File: src/rtl/vend_payout_controller.sv
// Payout sequencer: runs the item motor, then pays change as 20/10/5 coins through one shared ejector.
// It tracks hopper inventory, accumulates unpaid change as owed, and latches a sticky fault on hopper timeout.
module vend_payout_controller #(
  parameter int MOTOR_CYCLES = 4,
  parameter int ACK_TIMEOUT  = 16,
  parameter int HOPPER_DEPTH = 8
) (
  input  logic       clk,
  input  logic       reset_n,
  input  logic       req_valid,
  output logic       req_ready,
  input  logic [1:0] req_item,
  input  logic [7:0] req_change,
  output logic       motor_en,
  output logic [1:0] motor_item,
  output logic       eject_valid,
  output logic [1:0] eject_coin,
  input  logic       eject_ack,
  input  logic       refill,
  output logic [3:0] cnt5,
  output logic [3:0] cnt10,
  output logic [3:0] cnt20,
  output logic [7:0] owed,
  output logic       fault,
  output logic       done,
  output logic [2:0] state_out
);

  // state  | meaning
  // IDLE   | waiting for a request; refill honoured
  // MOTOR  | dispense motor running for MOTOR_CYCLES
  // SELECT | greedy pick of the next coin, or settle the remainder
  // EJECT  | coin presented; wait for ack or time out
  // DONE   | one-cycle completion pulse
  // FAULT  | hopper timed out; held until refill
  typedef enum logic [2:0] {
    S_IDLE   = 3'd0,
    S_MOTOR  = 3'd1,
    S_SELECT = 3'd2,
    S_EJECT  = 3'd3,
    S_DONE   = 3'd4,
    S_FAULT  = 3'd5
  } state_t;

  localparam int TMAX = (MOTOR_CYCLES > ACK_TIMEOUT) ? MOTOR_CYCLES : ACK_TIMEOUT;
  localparam int TW   = $clog2(TMAX + 1);
  localparam logic [3:0] DEPTH = 4'(HOPPER_DEPTH);

  state_t        state, state_n;
  logic [1:0]    item, item_n;
  logic [7:0]    rem, rem_n;
  logic [1:0]    coin, coin_n;
  logic [TW-1:0] timer, timer_n;
  logic [3:0]    cnt5_n, cnt10_n, cnt20_n;
  logic [7:0]    owed_n;
  logic          fault_n;
  logic [8:0]    owed_sum;
  logic [7:0]    owed_sat;

  function automatic logic [7:0] coin_value(input logic [1:0] c);
    case (c)
      2'b01:   coin_value = 8'd5;
      2'b10:   coin_value = 8'd10;
      2'b11:   coin_value = 8'd20;
      default: coin_value = 8'd0;
    endcase
  endfunction

  always_ff @(posedge clk or negedge reset_n) begin
    if (!reset_n) begin
      state <= S_IDLE;
      item  <= '0;
      rem   <= '0;
      coin  <= '0;
      timer <= '0;
      cnt5  <= DEPTH;
      cnt10 <= DEPTH;
      cnt20 <= DEPTH;
      owed  <= '0;
      fault <= 1'b0;
    end else begin
      state <= state_n;
      item  <= item_n;
      rem   <= rem_n;
      coin  <= coin_n;
      timer <= timer_n;
      cnt5  <= cnt5_n;
      cnt10 <= cnt10_n;
      cnt20 <= cnt20_n;
      owed  <= owed_n;
      fault <= fault_n;
    end
  end

  always_comb begin
    state_n  = state;
    item_n   = item;
    rem_n    = rem;
    coin_n   = coin;
    timer_n  = timer;
    cnt5_n   = cnt5;
    cnt10_n  = cnt10;
    cnt20_n  = cnt20;
    owed_n   = owed;
    fault_n  = fault;
    owed_sum = {1'b0, owed} + {1'b0, rem};
    owed_sat = owed_sum[8] ? 8'hFF : owed_sum[7:0];

    case (state)
      S_IDLE: begin
        if (!refill && req_valid) begin
          item_n = req_item;
          rem_n  = req_change;
          if (req_item != 2'd0) begin
            timer_n = TW'(MOTOR_CYCLES - 1);
            state_n = S_MOTOR;
          end else begin
            state_n = S_SELECT;
          end
        end
      end
      S_MOTOR: begin
        if (timer == '0) state_n = S_SELECT;
        else             timer_n = timer - 1'b1;
      end
      S_SELECT: begin
        timer_n = TW'(ACK_TIMEOUT - 1);
        if (rem >= 8'd20 && cnt20 != 4'd0) begin
          coin_n  = 2'b11;
          state_n = S_EJECT;
        end else if (rem >= 8'd10 && cnt10 != 4'd0) begin
          coin_n  = 2'b10;
          state_n = S_EJECT;
        end else if (rem >= 8'd5 && cnt5 != 4'd0) begin
          coin_n  = 2'b01;
          state_n = S_EJECT;
        end else begin
          // Whatever cannot be paid from stock is recorded and the payout closes.
          if (rem != 8'd0) owed_n = owed_sat;
          rem_n   = '0;
          state_n = S_DONE;
        end
      end
      S_EJECT: begin
        if (eject_ack) begin
          rem_n = rem - coin_value(coin);
          case (coin)
            2'b01:   cnt5_n  = cnt5 - 1'b1;
            2'b10:   cnt10_n = cnt10 - 1'b1;
            2'b11:   cnt20_n = cnt20 - 1'b1;
            default: ;
          endcase
          state_n = S_SELECT;
        end else if (timer == '0) begin
          owed_n  = owed_sat;
          fault_n = 1'b1;
          rem_n   = '0;
          state_n = S_FAULT;
        end else begin
          timer_n = timer - 1'b1;
        end
      end
      S_DONE:  state_n = S_IDLE;
      S_FAULT: ;
      default: state_n = S_IDLE;
    endcase

    if (refill && (state == S_IDLE || state == S_FAULT)) begin
      cnt5_n  = DEPTH;
      cnt10_n = DEPTH;
      cnt20_n = DEPTH;
      owed_n  = '0;
      fault_n = 1'b0;
      state_n = S_IDLE;
    end
  end

  assign req_ready   = (state == S_IDLE);
  assign motor_en    = (state == S_MOTOR);
  assign motor_item  = motor_en ? item : 2'd0;
  assign eject_valid = (state == S_EJECT);
  assign eject_coin  = eject_valid ? coin : 2'd0;
  assign done        = (state == S_DONE);
  assign state_out   = state;

endmodule

File: config.mk
export PLATFORM = sky130hd
export DESIGN_NAME = vend_payout_controller
export DESIGN_NICKNAME = d
export VERILOG_FILES = /design/src/rtl/vend_payout_controller.sv
export SDC_FILE = /design/constraint.sdc
export NUM_CORES = 1
export LEC_CHECK = 0
export BUFFER_PORTS_ARGS = -buffer_cell sky130_fd_sc_hd__buf_4
export CAP_MARGIN = 40
export CORE_MARGIN = 1.5
export CORE_UTILIZATION = 51
export DETAILED_ROUTE_END_ITERATION = 10
export PLACE_DENSITY = 0.83
export SLEW_MARGIN = 10
export SYNTH_ARGS = -nofsm -noshare
export SYNTH_HDL_FRONTEND = slang
export SYNTH_SLANG_ARGS = --single-unit
File: constraint.sdc
create_clock -name clk -period 2.05 [get_ports clk]
set_input_delay 0.41 -clock clk [delete_from_list [all_inputs] [get_ports clk]]
set_output_delay 0.41 -clock clk [all_outputs]
set_load 0.05 [all_outputs]
==> metrics.md <==
| Metric | Value |
|---|---|
| Met1 usage | `0.330` |
| Fillers | `298` |
| Crit path launch type | `flop` |
| Worst-Skew Late Latency | `300 ps` |
| RR Endpoint | `rem[7]` |
| Synth Area in Adders | `0.0914` |
| Clock slew at reported path FFs | `80 ps` |
| EDFF count, synth | `0` |
| Starting density of the core | `0.535` |
| Routed WL per cell | `19.1 microns` |
| Period utilization | `1.07` |
| Post-synthesis sequential area ratio | `0.372` |
| Ant. Diodes | `0` |
| Dpl ws | `-174 ps` |
| Syn_nets | `347` |
| Cell mode on critical path | `buf_6` |
| Hold Violations, Final | `0` |
| Gr usage total | `0.286` |
| Compound-Gate Fraction of Synth Area | `0.217` |
| Post-Synth Simple-Gate Area | `0.221` |
| I/O Buffers | `46` |
| Area after DPL | `0.00366 sq mm` |
| Hpwl dp | `5870 microns` |
| XOR/XNOR share of the synthesized area | `0.0507` |
| Unrepaired setup endpoints after global routing | `true` |
| Leading post-synthesis cells by cell area | `dfrtp_1 (34%), ha_1 (7.7%), nor2_1 (5.0%), o21ai_0 (4.7%), nand2_1 (3.3%)` |
| Cells after Synth | `313` |
| Max Clock Skew | `5.82 ps` |
| Min Tclk post-route | `2190 ps` |
| Residual DRC | `0` |
| Core box area | `0.00517 sq mm` |
| Rows | `26` |
| Area leader, netlist | `dfrtp_1` |
| Outcome | `finished, violations left` |
| Initial DRC Count | `239` |
| Mapped Area | `0.00277 sq mm` |
| Die height | `76.7 microns` |
| Grt total ovfl | `0` |
| Fraction of layout cells with a size suffix above 1 | `0.493` |
| CP max stage delay | `490 ps` |
| Slew @ Worst Pin | `529 ps` |
| Die ar. | `0.00588 sq mm` |
| Drt via density | `5.99` |
| TritonRoute pass-1 iters | `5` |
| R2R depth | `7` |
| Top-count cell post-synth | `dfrtp_1` |
| Die width | `76.7 microns` |
| Ys Warns | `0` |
| Layer with the highest usage | `met2` |
| Global-route wire length before repair | `13,400 microns` |
| Synth top cells by count | `dfrtp_1 (38), nor2_1 (37), o21ai_0 (26)` |
| Reg2reg start | `rem[1]` |
| Synthesized area per cell | `8.84 sq um` |
| Number of global-route vias before repair | `2,864` |
| Reg area | `0.00105 sq mm` |
| Multi-input gate area | `0.00189 sq mm` |
| Relative slew margins | `0.644` |
| Crit path cell chain | `o21ai_0, a32o_2, a311oi_4, a211oi_4, buf_6, buf_6, a211o_1` |
| Final wirelength | `9710 microns` |
| Slew Viols, Final | `0` |
| WP data required | `2230 ps` |
| Worst Path Arrival | `2370 ps` |
| Routability cong. | `0.873` |
| Setup CP Type | `reg2reg` |
| Hold-fix buffers, CTS | `0` |
| Most used DFF post-synth | `dfrtp_1` |
| Nets | `471` |
| CTS sink cnt | `41` |
| Pin count of the biggest net entering global routing | `42` |
| # IOs | `47` |
| CTS tree | `built` |
| Seq cells post-synth | `41` |
| Routed Antenna Nets | `0` |
| Flop2flop setup slack | `-140 ps` |
| Dpl cells | `474` |
| Final worst slack | `-139 ps` |
| Crit. End Element | `flop` |
| Fmax | `0.457 GHz` |
| Largest family of logic cells by synthesized area | `simple AND/OR/NAND/NOR gates` |
| Root Buffer | `clkbuf_8` |
| Clock H-tree levels | `2` |
| HP Class | `in2async` |
| Via count | `3,041` |
| Crit-path slowest cell | `dfrtp_2` |
| Fin area | `0.00415 sq mm` |
| Violated checks | `negative setup slack` |
| Crit-path max FO | `7` |
| Top cell type's share of synthesized area | `0.344` |
| Post-synth cell types | `56` |
| M2 GR Usage | `0.526` |
| Ys async rst share | `1.00` |
| Buffer depth of the longest clock path | `2` |
| Max Cap Viol | `0` |
| Setup Viol. Count Final | `16` |
| Cts bufs inserted | `5` |
| Final non-filler cell total | `508` |
| Fraction of synthesized area in multiplexers | `0.00814` |
| Synthesis-to-finish area growth | `50.0%` |
| Initial antenna violation count | `0` |
| Met3 Use GR | `0.0417` |
-- sequential cells by signal (all words and copies together), names as in the netlist --
signal	flops
item	2
cnt5	4
cnt10	4
coin	2
rem	8
cnt20	4
timer	5
state_out	3
fault	1
owed	8
-- logic make-up after synthesis --
family	count (synthesis)
xor gates and xnor gates	16
DFF	41
and+or+nand+nor	123
AOI/OAI and AO/OA	85
muxes	2
adders and majority gates	19
buffers and inverters	27
-- stage by stage --
stage | utilization | hold slack (ps) | setup TNS, ps
floorplan | - | 114 | -731
global placement | 0.708 | 419 | -454
detailed placement | 0.708 | 427 | -1150
CTS | 0.754 | 108 | -16.1
global route | 0.802 | 137 | -1960
finish | 0.802 | 92.2 | -962
-- final cells by class --
type                    count  area share
multi-input cells         245       0.455
flip-flops and latches     41       0.253
clock buffers               8      0.0217
well taps                  70      0.0211
inverters                  18      0.0163
repair buffers            126       0.233
-- placed cells by master, fill, tap and decap left out, types with 7 or more instances in the layout --
| cell type | count |
|---|---|
| o21ai_0 | 15 |
| buf_4 | 117 |
| buf_6 | 7 |
| a21oi_1 | 10 |
| nand2_1 | 21 |
| dfrtp_2 | 15 |
| nor2_1 | 31 |
| dfrtp_1 | 23 |
| inv_1 | 9 |
| xnor2_1 | 10 |
| o21ai_1 | 11 |
| ha_1 | 8 |
| inv_2 | 9 |
| a21oi_2 | 8 |
| nor3_1 | 11 |
-- routing by layer --
metal / vias to the layer above / wire length, microns
li1: 1372 / -
met1: 1474 / 3840
met2: 155 / 4870
met3: 40 / 518
met4: 0 / 492
met5: - / 0
-- worst max-delay path, delay by kind of cell, from the launching register on --
family | cells | cell delay (ps)
AO/OA/AOI/OAI | 5 | 1290
flip-flops | 1 | 490
buffers and inverters | 2 | 290
-- worst max-delay path by stage --
stage	start	to	slack (ps)
after floorplan	cnt20[0]	rem[1]	-110
after global placement	coin[0]	rem[7]	-130
after detailed placement	coin[0]	rem[7]	-170
after CTS	rem[4]	rem[7]	-20
after global routing	rem[4]	owed[7]	-210
final	rem[1]	rem[7]	-140
-- repair_timing --
item                       CTS  global route
setup endpoints to repair   16            19
gates resized for setup     23            31
buffers inserted             9            15
gates cloned                 1             1
pin swaps                   11            12
Power is not shown: default switching activity piles up to over one toggle a cycle in this logic, so the estimate is an artifact.
